File: src/rtl/matmul_sequencer_pkg.sv
// Shared definitions for the matmul sequencer: FSM encoding, default widths
// and the helpers that derive port widths from the grid dimension.
package matmul_sequencer_pkg;

    localparam int DEFAULT_DATA_WIDTH = 32;
    localparam int DEFAULT_BUS_WIDTH  = 64;

    typedef enum logic [2:0] {
        ST_IDLE,
        ST_CLEAR,
        ST_RUN,
        ST_WRITE,
        ST_DONE
    } state_e;

    // A 1x1 grid still needs a 1-bit dimension field.
    function automatic int calc_dim_w(input int max_dim);
        return (max_dim <= 1) ? 1 : $clog2(max_dim);
    endfunction

    function automatic int calc_flag_w(input int max_dim);
        return max_dim * max_dim;
    endfunction

endpackage

File: src/rtl/matmul_sequencer_flag_mask_gen.sv
// Combinational mask of the PEs that take part in an n x m product:
// bit r*MAX_DIM+c is set iff r <= n and c <= m.
module flag_mask_gen #(
    parameter int MAX_DIM = 2,
    parameter int DIM_W   = 1,
    parameter int FLAG_W  = MAX_DIM * MAX_DIM
) (
    input  logic [DIM_W-1:0]  n_i,
    input  logic [DIM_W-1:0]  m_i,
    output logic [FLAG_W-1:0] mask_o
);

    logic [MAX_DIM-1:0] row_en;
    logic [MAX_DIM-1:0] col_en;
    logic               row_hit;
    logic               col_hit;

    // Thermometer decode: walking down from the top index, every index at or
    // below the matching one is active.
    always_comb begin
        row_en  = '0;
        col_en  = '0;
        row_hit = 1'b0;
        col_hit = 1'b0;
        for (int i = MAX_DIM - 1; i >= 0; i--) begin
            row_hit   = row_hit | (n_i == DIM_W'(i));
            col_hit   = col_hit | (m_i == DIM_W'(i));
            row_en[i] = row_hit;
            col_en[i] = col_hit;
        end
    end

    for (genvar r = 0; r < MAX_DIM; r++) begin : g_row
        for (genvar c = 0; c < MAX_DIM; c++) begin : g_col
            assign mask_o[r*MAX_DIM+c] = row_en[r] & col_en[c];
        end
    end

endmodule

File: src/rtl/matmul_sequencer.sv
// Control sequencer for a systolic matmul PE grid: clears the array, steps it
// for n+k+m+1 cycles while collecting PE flags, writes the flag word, signals done.
module matmul_sequencer
    import matmul_sequencer_pkg::*;
#(
    parameter int DATA_WIDTH = DEFAULT_DATA_WIDTH,
    parameter int BUS_WIDTH  = DEFAULT_BUS_WIDTH,
    parameter int MAX_DIM    = BUS_WIDTH / DATA_WIDTH,
    parameter int FLAG_W     = calc_flag_w(MAX_DIM),
    parameter int DIM_W      = calc_dim_w(MAX_DIM)
) (
    input  logic              clk_i,
    input  logic              rst_ni,
    input  logic              start_i,
    input  logic              abort_i,
    input  logic [DIM_W-1:0]  n_dim_i,
    input  logic [DIM_W-1:0]  k_dim_i,
    input  logic [DIM_W-1:0]  m_dim_i,
    input  logic [FLAG_W-1:0] pe_flags_i,
    output logic              pe_clear_o,
    output logic              pe_en_o,
    output logic              flags_we_o,
    output logic [FLAG_W-1:0] flags_data_o,
    output logic              busy_o,
    output logic              done_o
);

    localparam int CNT_W = $clog2(3 * MAX_DIM) + 1;

    state_e             state_q;
    state_e             state_d;
    logic [DIM_W-1:0]   n_q;
    logic [DIM_W-1:0]   k_q;
    logic [DIM_W-1:0]   m_q;
    logic [CNT_W-1:0]   run_cnt_q;
    logic [CNT_W-1:0]   run_last_cnt;
    logic               run_last;
    logic [FLAG_W-1:0]  acc_q;
    logic [FLAG_W-1:0]  active_mask;

    flag_mask_gen #(
        .MAX_DIM (MAX_DIM),
        .DIM_W   (DIM_W),
        .FLAG_W  (FLAG_W)
    ) u_flag_mask_gen (
        .n_i    (n_q),
        .m_i    (m_q),
        .mask_o (active_mask)
    );

    // The wavefront needs n+k+m+1 steps, so the last count is n+k+m.
    assign run_last_cnt = CNT_W'(n_q) + CNT_W'(k_q) + CNT_W'(m_q);
    assign run_last     = (run_cnt_q == run_last_cnt);

    always_ff @(posedge clk_i or negedge rst_ni) begin
        if (!rst_ni) begin
            state_q <= ST_IDLE;
        end else begin
            state_q <= state_d;
        end
    end

    always_ff @(posedge clk_i or negedge rst_ni) begin
        if (!rst_ni) begin
            n_q       <= '0;
            k_q       <= '0;
            m_q       <= '0;
            run_cnt_q <= '0;
            acc_q     <= '0;
        end else begin
            if (state_q == ST_IDLE && start_i) begin
                n_q   <= n_dim_i;
                k_q   <= k_dim_i;
                m_q   <= m_dim_i;
                acc_q <= '0;
            end
            if (state_q == ST_CLEAR) begin
                run_cnt_q <= '0;
            end
            if (state_q == ST_RUN) begin
                run_cnt_q <= run_cnt_q + CNT_W'(1);
                acc_q     <= acc_q | (pe_flags_i & active_mask);
            end
        end
    end

    // Outputs depend on the current state only; abort is honoured only while
    // the grid is being cleared or stepped.
    always_comb begin
        state_d      = state_q;
        pe_clear_o   = 1'b0;
        pe_en_o      = 1'b0;
        flags_we_o   = 1'b0;
        flags_data_o = '0;
        busy_o       = 1'b1;
        done_o       = 1'b0;
        case (state_q)
            ST_IDLE: begin
                busy_o = 1'b0;
                if (start_i) begin
                    state_d = ST_CLEAR;
                end
            end
            ST_CLEAR: begin
                pe_clear_o = 1'b1;
                state_d    = abort_i ? ST_IDLE : ST_RUN;
            end
            ST_RUN: begin
                pe_en_o = 1'b1;
                if (abort_i) begin
                    state_d = ST_IDLE;
                end else if (run_last) begin
                    state_d = ST_WRITE;
                end
            end
            ST_WRITE: begin
                flags_we_o   = 1'b1;
                flags_data_o = acc_q;
                state_d      = ST_DONE;
            end
            ST_DONE: begin
                done_o  = 1'b1;
                state_d = ST_IDLE;
            end
            default: begin
                busy_o  = 1'b0;
                state_d = ST_IDLE;
            end
        endcase
    end

endmodule

File: config.mk
export PLATFORM = sky130hd
export DESIGN_NAME = matmul_sequencer
export DESIGN_NICKNAME = d
export VERILOG_FILES = /design/src/rtl/matmul_sequencer_pkg.sv /design/src/rtl/matmul_sequencer_flag_mask_gen.sv /design/src/rtl/matmul_sequencer.sv
export SDC_FILE = /design/constraint.sdc
export NUM_CORES = 1
export LEC_CHECK = 0
export ABC_AREA = 1
export BUFFER_PORTS_ARGS = -buffer_cell sky130_fd_sc_hd__buf_2
export CAP_MARGIN = 20
export CORE_MARGIN = 3
export CORE_UTILIZATION = 40
export CTS_BUF_LIST = sky130_fd_sc_hd__clkbuf_4
export DETAILED_ROUTE_END_ITERATION = 7
export PLACE_DENSITY = 0.64
export SLEW_MARGIN = 20
export SYNTH_ARGS = -nofsm -noshare
export SYNTH_HDL_FRONTEND = slang
export SYNTH_SLANG_ARGS = --single-unit
File: constraint.sdc
create_clock -name clk_i -period 1.97 [get_ports clk_i]
set_input_delay 0.197 -clock clk_i [delete_from_list [all_inputs] [get_ports clk_i]]
set_output_delay 0.197 -clock clk_i [all_outputs]
set_load 0.01 [all_outputs]
==> results.json, run 1 <==
{
  "outcome": "finished, final reports clean",
  "post-dp-hpwl_mm": 1.11,
  "first_global_vias": 561,
  "finalCritPeriodShare_pct": 79.6,
  "yosysTopAreaCell": "dfrtp_1",
  "portBuffers": 19,
  "yosysMostFrequentCell": "nand2_1",
  "post-route-min-period_ps": 1570,
  "final_cell_area_sq_um": 897,
  "cts_buffers": 3,
  "synth_top_cells_by_count": "nand2_1, nor2_1, dfrtp_1, inv_1",
  "postPlaceCellArea_sq_um": 861,
  "synth_fp_nets": 104,
  "detail-route-antenna-nets": 0,
  "hold_viol": 0,
  "synth-adder-area-share_pct": 6.12,
  "grtUsageTotal_pct": 12.9,
  "synth.area.top_cells": "dfrtp_1, nand2_1, nor2_1, inv_1, ha_1",
  "fmaxAchievable_ghz": 0.638,
  "cap_viol_max_count": 0,
  "vdd.ir_drop.worst_uv": 655,
  "synthMuxAreaShare_pct": 0,
  "power_density_nw_per_um2": 1320,
  "relSlewSlack_pct": 74.7,
  "syn2layout_area_growth_pct": 21.9,
  "hp-start": "abort_i",
  "synth.top_cell.area_share_pct": 47.6,
  "design.die.area_sq_um": 2390,
  "grt_overflow_total": 0,
  "hold_depth": 2,
  "cp.arrival_ps": 1370,
  "final.setup.tns_ps": 0,
  "yosys_warnings": 0,
  "htreeDepth": 1,
  "grt_max_degree": 15,
  "drc": 0,
  "rr_startpoint": "n_q$_DFFE_PN0P_",
  "pre_cts_ws_ps": 537,
  "yosysSeqAreaShare_pct": 47.6,
  "rows": 14,
  "synth-xor-area-share_pct": 1.19,
  "fillerInstances": 159,
  "hold_slack_ps": 91.0,
  "end_kind": "primary output",
  "wl_mm": 1.39,
  "synth_cell_types": 17,
  "finalPower_uw": 1190,
  "synthCells": 90,
  "r2r_cells": 9,
  "synth-edff-count": 0,
  "vias": 614,
  "startpoint_type": "flip-flop",
  "root_buffer": "clkbuf_4",
  "synth-compound-area-share_pct": 8.84,
  "globalplace.congestion": 0.665,
  "synth_async_sr_flop_share_pct": 100,
  "io_pins": 20,
  "initial_utilization_pct": 45.7,
  "synth-seq-cells": 14,
  "reg2reg_setup_slack_ps": 530,
  "die_w_um": 48.9,
  "multiInputGateArea_sq_um": 317,
  "hold_class": "primary input to flip-flop",
  "antenna_cells": 0,
  "yosys.area_share.simple_pct": 26.9,
  "min_to": "state_q[1]$_DFFE_PN0P_",
  "r2r-end": "state_q[0]$_DFFE_PN0P_",
  "tritoncts": "yes",
  "skew_ps": 4.29,
  "drt_iter0_markers": 10,
  "ctsResizeCount": 0,
  "cts_buffer_depth": 2,
  "syn_area_per_cell_sq_um": 8.17,
  "cts_sinks": 14,
  "critical_path.max_fanout": 7,
  "regArea_sq_um": 350,
  "drv_slew": 0,
  "setup_viol": 0,
  "final_nets": 129,
  "drt_pre_antenna_iters": 4,
  "core_area_sq_um": 1610,
  "route.detailed.wl_per_inst_um": 10.0,
  "critical_path_class": "flip-flop to primary output",
  "leakagePower_uw": 0.000495,
  "fp.dieH_um": 48.9,
  "synth_ff_type": "dfrtp_1",
  "crit_required_ps": 1770,
  "drive_above_1_share_pct": 27.2,
  "rsz0062_at_grt": "no",
  "worst_pin_slew_ps": 378,
  "grt_first_pass_wirelength_mm": 2.43,
  "cts.clk_slew.worst_paths_ps": 80,
  "vias_per_cell": 4.45,
  "synth_area_sq_um": 736,
  "fin_ws_ps": 402,
  "synth_top_family_by_area": "simple AND/OR/NAND/NOR gates",
  "antenna_found_initial": 0,
  "insertion_delay_ps": 270
}
-- sequential cells by signal (all words and copies together), names as in the netlist --
name,cells
acc_q,4
run_cnt_q,4
state_q,3
k_q,1
m_q,1
n_q,1
-- worst max-delay path: stages (launching register included) --
cell     delay [ps]
dfrtp_1         430
inv_2           110
nand3_1         240
nor2_1          160
buf_2           150
-- routing by layer --
metal | routed length (um) | vias up | GRT usage (%)
met4 | 9 | 0 | 4.27
met2 | 628 | 17 | 20.6
met5 | 0 | - | 0
met1 | 658 | 270 | 17.7
met3 | 89 | 2 | 2.14
li1 | - | 325 | -
-- what timing repair did --
item	4_1_cts	5_1_grt
buffers inserted	0	0
endpoints found under the hold margin	14	0
hold buffers	1	0
-- placed cells by master, fill, tap and decap left out --
master,count
dfrtp_1,14
inv_1,13
nand3_1,4
nand3_4,1
clkbuf_4,3
nand2_1,18
dlygate4sd3_1,1
ha_1,2
inv_2,4
o22ai_1,4
fa_1,1
nand3b_1,1
nand2_2,2
o21ai_0,4
a21oi_1,4
xnor2_1,1
nor3_4,1
nor2_1,15
clkinv_2,1
clkinv_1,1
buf_2,19
-- worst max path at each step --
stage                           start                      to  slack, ps  depth (start not counted)
6_report       state_q[2]$_DFFE_PN0P_         flags_data_o[2]        400                          4
5_1_grt        state_q[2]$_DFFE_PN0P_         flags_data_o[2]        260                          4
4_1_cts        state_q[2]$_DFFE_PN0P_         flags_data_o[2]        390                          4
3_5_place_dp          n_q$_DFFE_PN0P_  state_q[0]$_DFFE_PN0P_        540                          9
3_3_place_gp          n_q$_DFFE_PN0P_  state_q[0]$_DFFE_PN0P_        570                          9
2_1_floorplan         n_q$_DFFE_PN0P_  state_q[0]$_DFFE_PN0P_        600                          9
-- power breakdown --
group          leakage (uW)  switching (uW)  internal (uW)
combinational      0.000295             353            218
sequential         0.000185            71.6            381
clock             0.0000154            89.2           73.3
-- stage by stage --
stage | cells | util [%]
after global routing | 138 | 55.7
after CTS | 138 | 55.7
after global placement | 133 | 53.4
after floorplan | 90 | -
final | 138 | 55.7
after detailed placement | 133 | 53.4
-- area by class of cell --
class	instances	area share [%]
sequential	14	39.1
tap	24	3.35
multi-input combinational	58	35.3
inverter	18	7.67
clock buffer	3	2.51
timing repair buffer	20	11.7
clock inverter	1	0.418
-- kinds of logic (layout without fill, tap and decap cells) --
group,count (synthesis),count (layout)
AO/OA/AOI/OAI,12,12
XOR/XNOR,1,1
adder cells (fa/ha/maj),3,3
buffers and inverters,18,42
flip-flops,14,14
AND/OR/NAND/NOR,42,42
Note: power is estimated with default switching activity, not from simulation.
==> run 2, diff against run 1 <==
- clock period: 1.97 -> 1.5 ns (I/O delays scaled with it)
==> run 2 against run 1 <==
Compared with the run above:
- combinational power rose by 49%
- via count rose by 5.5%
- critical path depth rose by 2
- sequential power rose by 32%
- routed wire length rose by 6.4%
- sequential share of layout area fell by 2.1 points
- critical path type unchanged
- largest power group unchanged
==> results.json, run 2 (same netlist as run 1, synthesis figures left out) <==
{
  "rsz0062_at_grt": "no",
  "hold_class": "primary input to flip-flop",
  "end_kind": "primary output",
  "cts.clk_slew.worst_paths_ps": 80,
  "critical_path.max_fanout": 4,
  "grt_overflow_total": 0,
  "drive_above_1_share_pct": 32.5,
  "cp.arrival_ps": 1270,
  "drc": 0,
  "insertion_delay_ps": 270,
  "leakagePower_uw": 0.000523,
  "final_cell_mix": "buf_2, nand2_1, nor2_1",
  "met3_usage_pct": 2.14,
  "crit_top_cell": "inv_2",
  "pre_cts_ws_ps": 66.6,
  "biggestRegsByFlops": "acc_q (4), run_cnt_q (4), state_q (3)",
  "critical_path_class": "flip-flop to primary output",
  "post-dp-hpwl_mm": 1.11,
  "outcome": "finished, final reports clean",
  "io_pins": 20,
  "detail-route-antenna-nets": 0,
  "route.detailed.wl_per_inst_um": 10.2,
  "relSlewSlack_pct": 75.0,
  "fp.dieH_um": 48.9,
  "syn2layout_area_growth_pct": 28.7,
  "antenna_found_initial": 0,
  "initial_utilization_pct": 45.7,
  "portBuffers": 19,
  "antenna_cells": 0,
  "setup_viol": 0,
  "tritoncts": "yes",
  "die_w_um": 48.9,
  "final.setup.tns_ps": 0,
  "cp_slowest_cell": "dfrtp_1",
  "cts_buffer_depth": 2,
  "cts_sinks": 14,
  "vdd.ir_drop.worst_uv": 866,
  "skew_ps": 3.48,
  "r2r_cells": 9,
  "slowest_delay_ps": 400,
  "globalplace.congestion": 0.665,
  "finalPower_uw": 1660,
  "htreeDepth": 1,
  "drt_pre_antenna_iters": 4,
  "hold_viol": 0,
  "cap_viol_max_count": 0,
  "wl_mm": 1.47,
  "hold_depth": 2,
  "grtUsageTotal_pct": 13.2,
  "vias": 648,
  "path_cells": "inv_2 > nand3_1 > nand2_2 > inv_2 > nand3b_1 > buf_2",
  "met1_usage_pct": 17.9,
  "finalCritPeriodShare_pct": 94.5,
  "design.die.area_sq_um": 2390,
  "top_usage_layer": "met2",
  "final_nets": 135,
  "crit_required_ps": 1350,
  "final_cell_area_sq_um": 947,
  "fin_util_pct": 58.8,
  "first_global_vias": 583,
  "startpoint_type": "flip-flop",
  "post-route-min-period_ps": 1420,
  "fmaxAchievable_ghz": 0.706,
  "drt_iter0_markers": 10,
  "power_density_nw_per_um2": 1750,
  "drv_slew": 0,
  "cts_buffers": 3,
  "worst_pin_slew_ps": 373,
  "core_area_sq_um": 1610,
  "fin_ws_ps": 83.1,
  "root_buffer": "clkbuf_4",
  "rows": 14,
  "postPlaceCellArea_sq_um": 861,
  "vias_per_cell": 4.50,
  "grt.met2_usage_pct": 21.5,
  "grt_first_pass_wirelength_mm": 2.48,
  "grt_max_degree": 15,
  "mostFrequentLayoutCell": "buf_2"
}
[run 2: cell count changes in the layout (fill, tap and decap cells not counted)]
cell | before | now
buf_4 | 0 | 6
inv_1 | 13 | 12
inv_2 | 4 | 5
nand3_1 | 4 | 3
nand3_2 | 0 | 1
[run 2: routing by layer]
metal	up-vias	routed length, um
met2	14	715
met3	4	69
met5	-	0
met4	0	19
met1	292	669
li1	338	-
[run 2: layout make-up]
cell class,instances,area [sq um]
clock inverters,1,3.75
well taps,24,30.0
repair buffers,26,150
multi-input cells,58,322
fillers,158,664
inverters,18,68.8
clock buffers,3,22.5
flip-flops and latches,14,350
[run 2: report_power, final]
part           switching, uW  internal [uW]  leakage (uW)
clock network            116           96.3     0.0000154
registers               95.7            501      0.000185
logic                    494            359      0.000323
total                    706            956      0.000523
[run 2: path summary, 6_finish.rpt]
path | slack [ps] | end | start
max in group asynchronous | 990 | run_cnt_q[2]$_DFFE_PN0P_ | rst_ni
min | 40 | state_q[1]$_DFFE_PN0P_ | abort_i
min in group asynchronous | 280 | n_q$_DFFE_PN0P_ | rst_ni
max reg2reg | 100 | state_q[0]$_DFFE_PN0P_ | n_q$_DFFE_PN0P_
min reg2reg | 520 | acc_q[0]$_DFFE_PN0P_ | acc_q[0]$_DFFE_PN0P_
max | 80 | busy_o | state_q[2]$_DFFE_PN0P_
[run 2: what timing repair did]
| action | CTS | global route |
|---|---|---|
| setup buffers | 1 | 5 |
| hold endpoints to repair | 14 | 0 |
| resized for setup | 1 | 1 |
| setup endpoints to repair | 5 | 2 |
| hold buffers | 1 | 0 |
| pin swaps | 0 | 1 |
[run 2: per-stage QoR]
step,hold WS (ps),cells
after floorplan,-146,90
after global placement,58.1,133
after detailed placement,61.0,133
after CTS,42.3,139
after global routing,42.9,144
final,44.4,144
[run 2: worst max-delay path, delay by kind of cell, from the launching register on]
family | cells | cell delay, ps
buffers and inverters | 3 | 300
DFF | 1 | 400
and+or+nand+nor | 3 | 290
==> run 3, diff against run 2 <==
- PLACE_DENSITY: 0.64 -> 0.65
==> run 3 against run 2 <==
Compared with the run above:
- largest power group unchanged
- cell count unchanged
- sequential share of layout area down 0.62 points
- critical endpoint unchanged
- sequential power up 0.8%
- clock power down 8%
==> results.json, run 3 (same netlist as run 1, synthesis figures left out) <==
{
  "rsz0062_at_grt": "yes",
  "post-route-min-period_ps": 1440,
  "mostFrequentLayoutCell": "buf_2",
  "globalplace.congestion": 0.662,
  "cts_buffer_depth": 2,
  "critical_path.max_fanout": 6,
  "vdd.ir_drop.worst_uv": 942,
  "root_buffer": "clkbuf_4",
  "vias_per_cell": 4.33,
  "postPlaceCellArea_sq_um": 861,
  "cp.arrival_ps": 1290,
  "fin_util_pct": 59.8,
  "antenna_found_initial": 0,
  "crit_required_ps": 1350,
  "grtUsageTotal_pct": 12.5,
  "final_cell_area_sq_um": 963,
  "drt_iter0_markers": 7,
  "drv_slew": 0,
  "portBuffers": 19,
  "outcome": "finished, final reports clean",
  "initial_utilization_pct": 45.7,
  "cts.clk_slew.worst_paths_ps": 70,
  "cp_top_family": "flip-flops",
  "syn2layout_area_growth_pct": 31.0,
  "grt_first_pass_wirelength_mm": 2.37,
  "fillerInstances": 168,
  "fmaxAchievable_ghz": 0.696,
  "setup_viol": 0,
  "cts_buffers": 3,
  "path_cells": "inv_2 > nand3_4 > nand2_4 > inv_4 > nand3b_1 > buf_2",
  "rows": 14,
  "final_nets": 136,
  "cts_sinks": 14,
  "skew_ps": 2.23,
  "route.detailed.wl_per_inst_um": 9.94,
  "finalCritPeriodShare_pct": 95.8,
  "cap_viol_max_count": 0,
  "hold_viol": 0,
  "path_buf_inv": 3,
  "design.die.area_sq_um": 2390,
  "leakagePower_uw": 0.000530,
  "drc": 0,
  "slowest_delay_ps": 430,
  "final.setup.tns_ps": 0,
  "drive_above_1_share_pct": 34.2,
  "power_density_nw_per_um2": 1810,
  "die_w_um": 48.9,
  "end_kind": "primary output",
  "htreeDepth": 1,
  "final_cell_mix": "buf_2, nand2_1, nor2_1",
  "critical_path_class": "flip-flop to primary output",
  "cp_slowest_cell": "dfrtp_1",
  "hold_class": "primary input to flip-flop",
  "first_global_vias": 551,
  "insertion_delay_ps": 270,
  "drt_pre_antenna_iters": 2,
  "worst_pin_slew_ps": 381,
  "core_area_sq_um": 1610,
  "detail-route-antenna-nets": 0,
  "grt_max_degree": 15,
  "vias": 623,
  "antenna_cells": 0,
  "post-dp-hpwl_mm": 1.11,
  "hold_slack_ps": 36.4,
  "relSlewSlack_pct": 74.5,
  "startpoint_type": "flip-flop",
  "wl_mm": 1.43,
  "grt_overflow_total": 0,
  "biggestRegsByFlops": "acc_q (4), run_cnt_q (4), state_q (3)",
  "fp.dieH_um": 48.9,
  "tritoncts": "yes",
  "io_pins": 20
}
[run 3: changes by cell type in the layout (fill, tap and decap cells not counted)]
cell / before / now
nand3_2: 1 / 2
nand2_2: 2 / 1
nand2_4: 0 / 1
buf_4: 6 / 7
inv_4: 0 / 1
clkinv_1: 1 / 0
inv_2: 5 / 4
nand3_1: 3 / 2
[run 3: power by group]
group | internal, uW | switching [uW]
registers | 501 | 100
clock network | 92.7 | 103
logic | 424 | 519
[run 3: path summary, 6_finish.rpt]
check | startpoint | to | slack (ps) | cells after the start
setup / recovery | state_q[2]$_DFFE_PN0P_ | busy_o | 60 | 6
hold / removal | abort_i | state_q[1]$_DFFE_PN0P_ | 40 | 2
setup reg to reg | n_q$_DFFE_PN0P_ | state_q[0]$_DFFE_PN0P_ | 90 | 8
hold reg to reg | acc_q[0]$_DFFE_PN0P_ | acc_q[0]$_DFFE_PN0P_ | 520 | 2
max in group asynchronous | rst_ni | state_q[1]$_DFFE_PN0P_ | 960 | 2
min in group asynchronous | rst_ni | acc_q[2]$_DFFE_PN0P_ | 300 | 2
[run 3: routing by layer]
metal	vias up	GRT usage (%)	routed length (um)
met5	-	0	0
met4	0	4.27	21
met3	4	2.14	55
met2	14	19.2	638
met1	265	17.6	717
li1	340	-	-
[run 3: timing repair]
item	4_1_cts	5_1_grt
hold endpoints to repair	14	0
setup buffers	0	7
gates resized for setup	1	4
hold buffers	1	0
pin swaps	0	4
endpoints found under the setup margin	1	3
[run 3: area by class of cell]
type	instances	area, sq um	area share (%)
Clock buffer	3	22.5	2.34
Inverter	18	71.3	7.40
Multi-Input combinational cell	58	332	34.4
Sequential cell	14	350	36.4
Tap cell	24	30.0	3.12
Timing Repair Buffer	27	158	16.4
[run 3: worst register-to-register path: stages, from the launching register on]
cell     delay [ps]
dfrtp_1         350
inv_1            70
fa_1            550
nor2_1           40
nor2_1          100
nand2_1          60
nand2_1          50
nand2_1          40
nor2_1           80
[run 3: stage by stage]
| step | std cells | power (uW) | worst slack (ps) |
|---|---|---|---|
| finish | 144 | 1740 | 62.4 |
| global placement | 133 | 1340 | 97.6 |
| CTS | 137 | 1580 | 16.9 |
| detailed placement | 133 | 1370 | 41.6 |
| global route | 144 | 1910 | -37.4 |
| floorplan | 90 | 1160 | 129 |
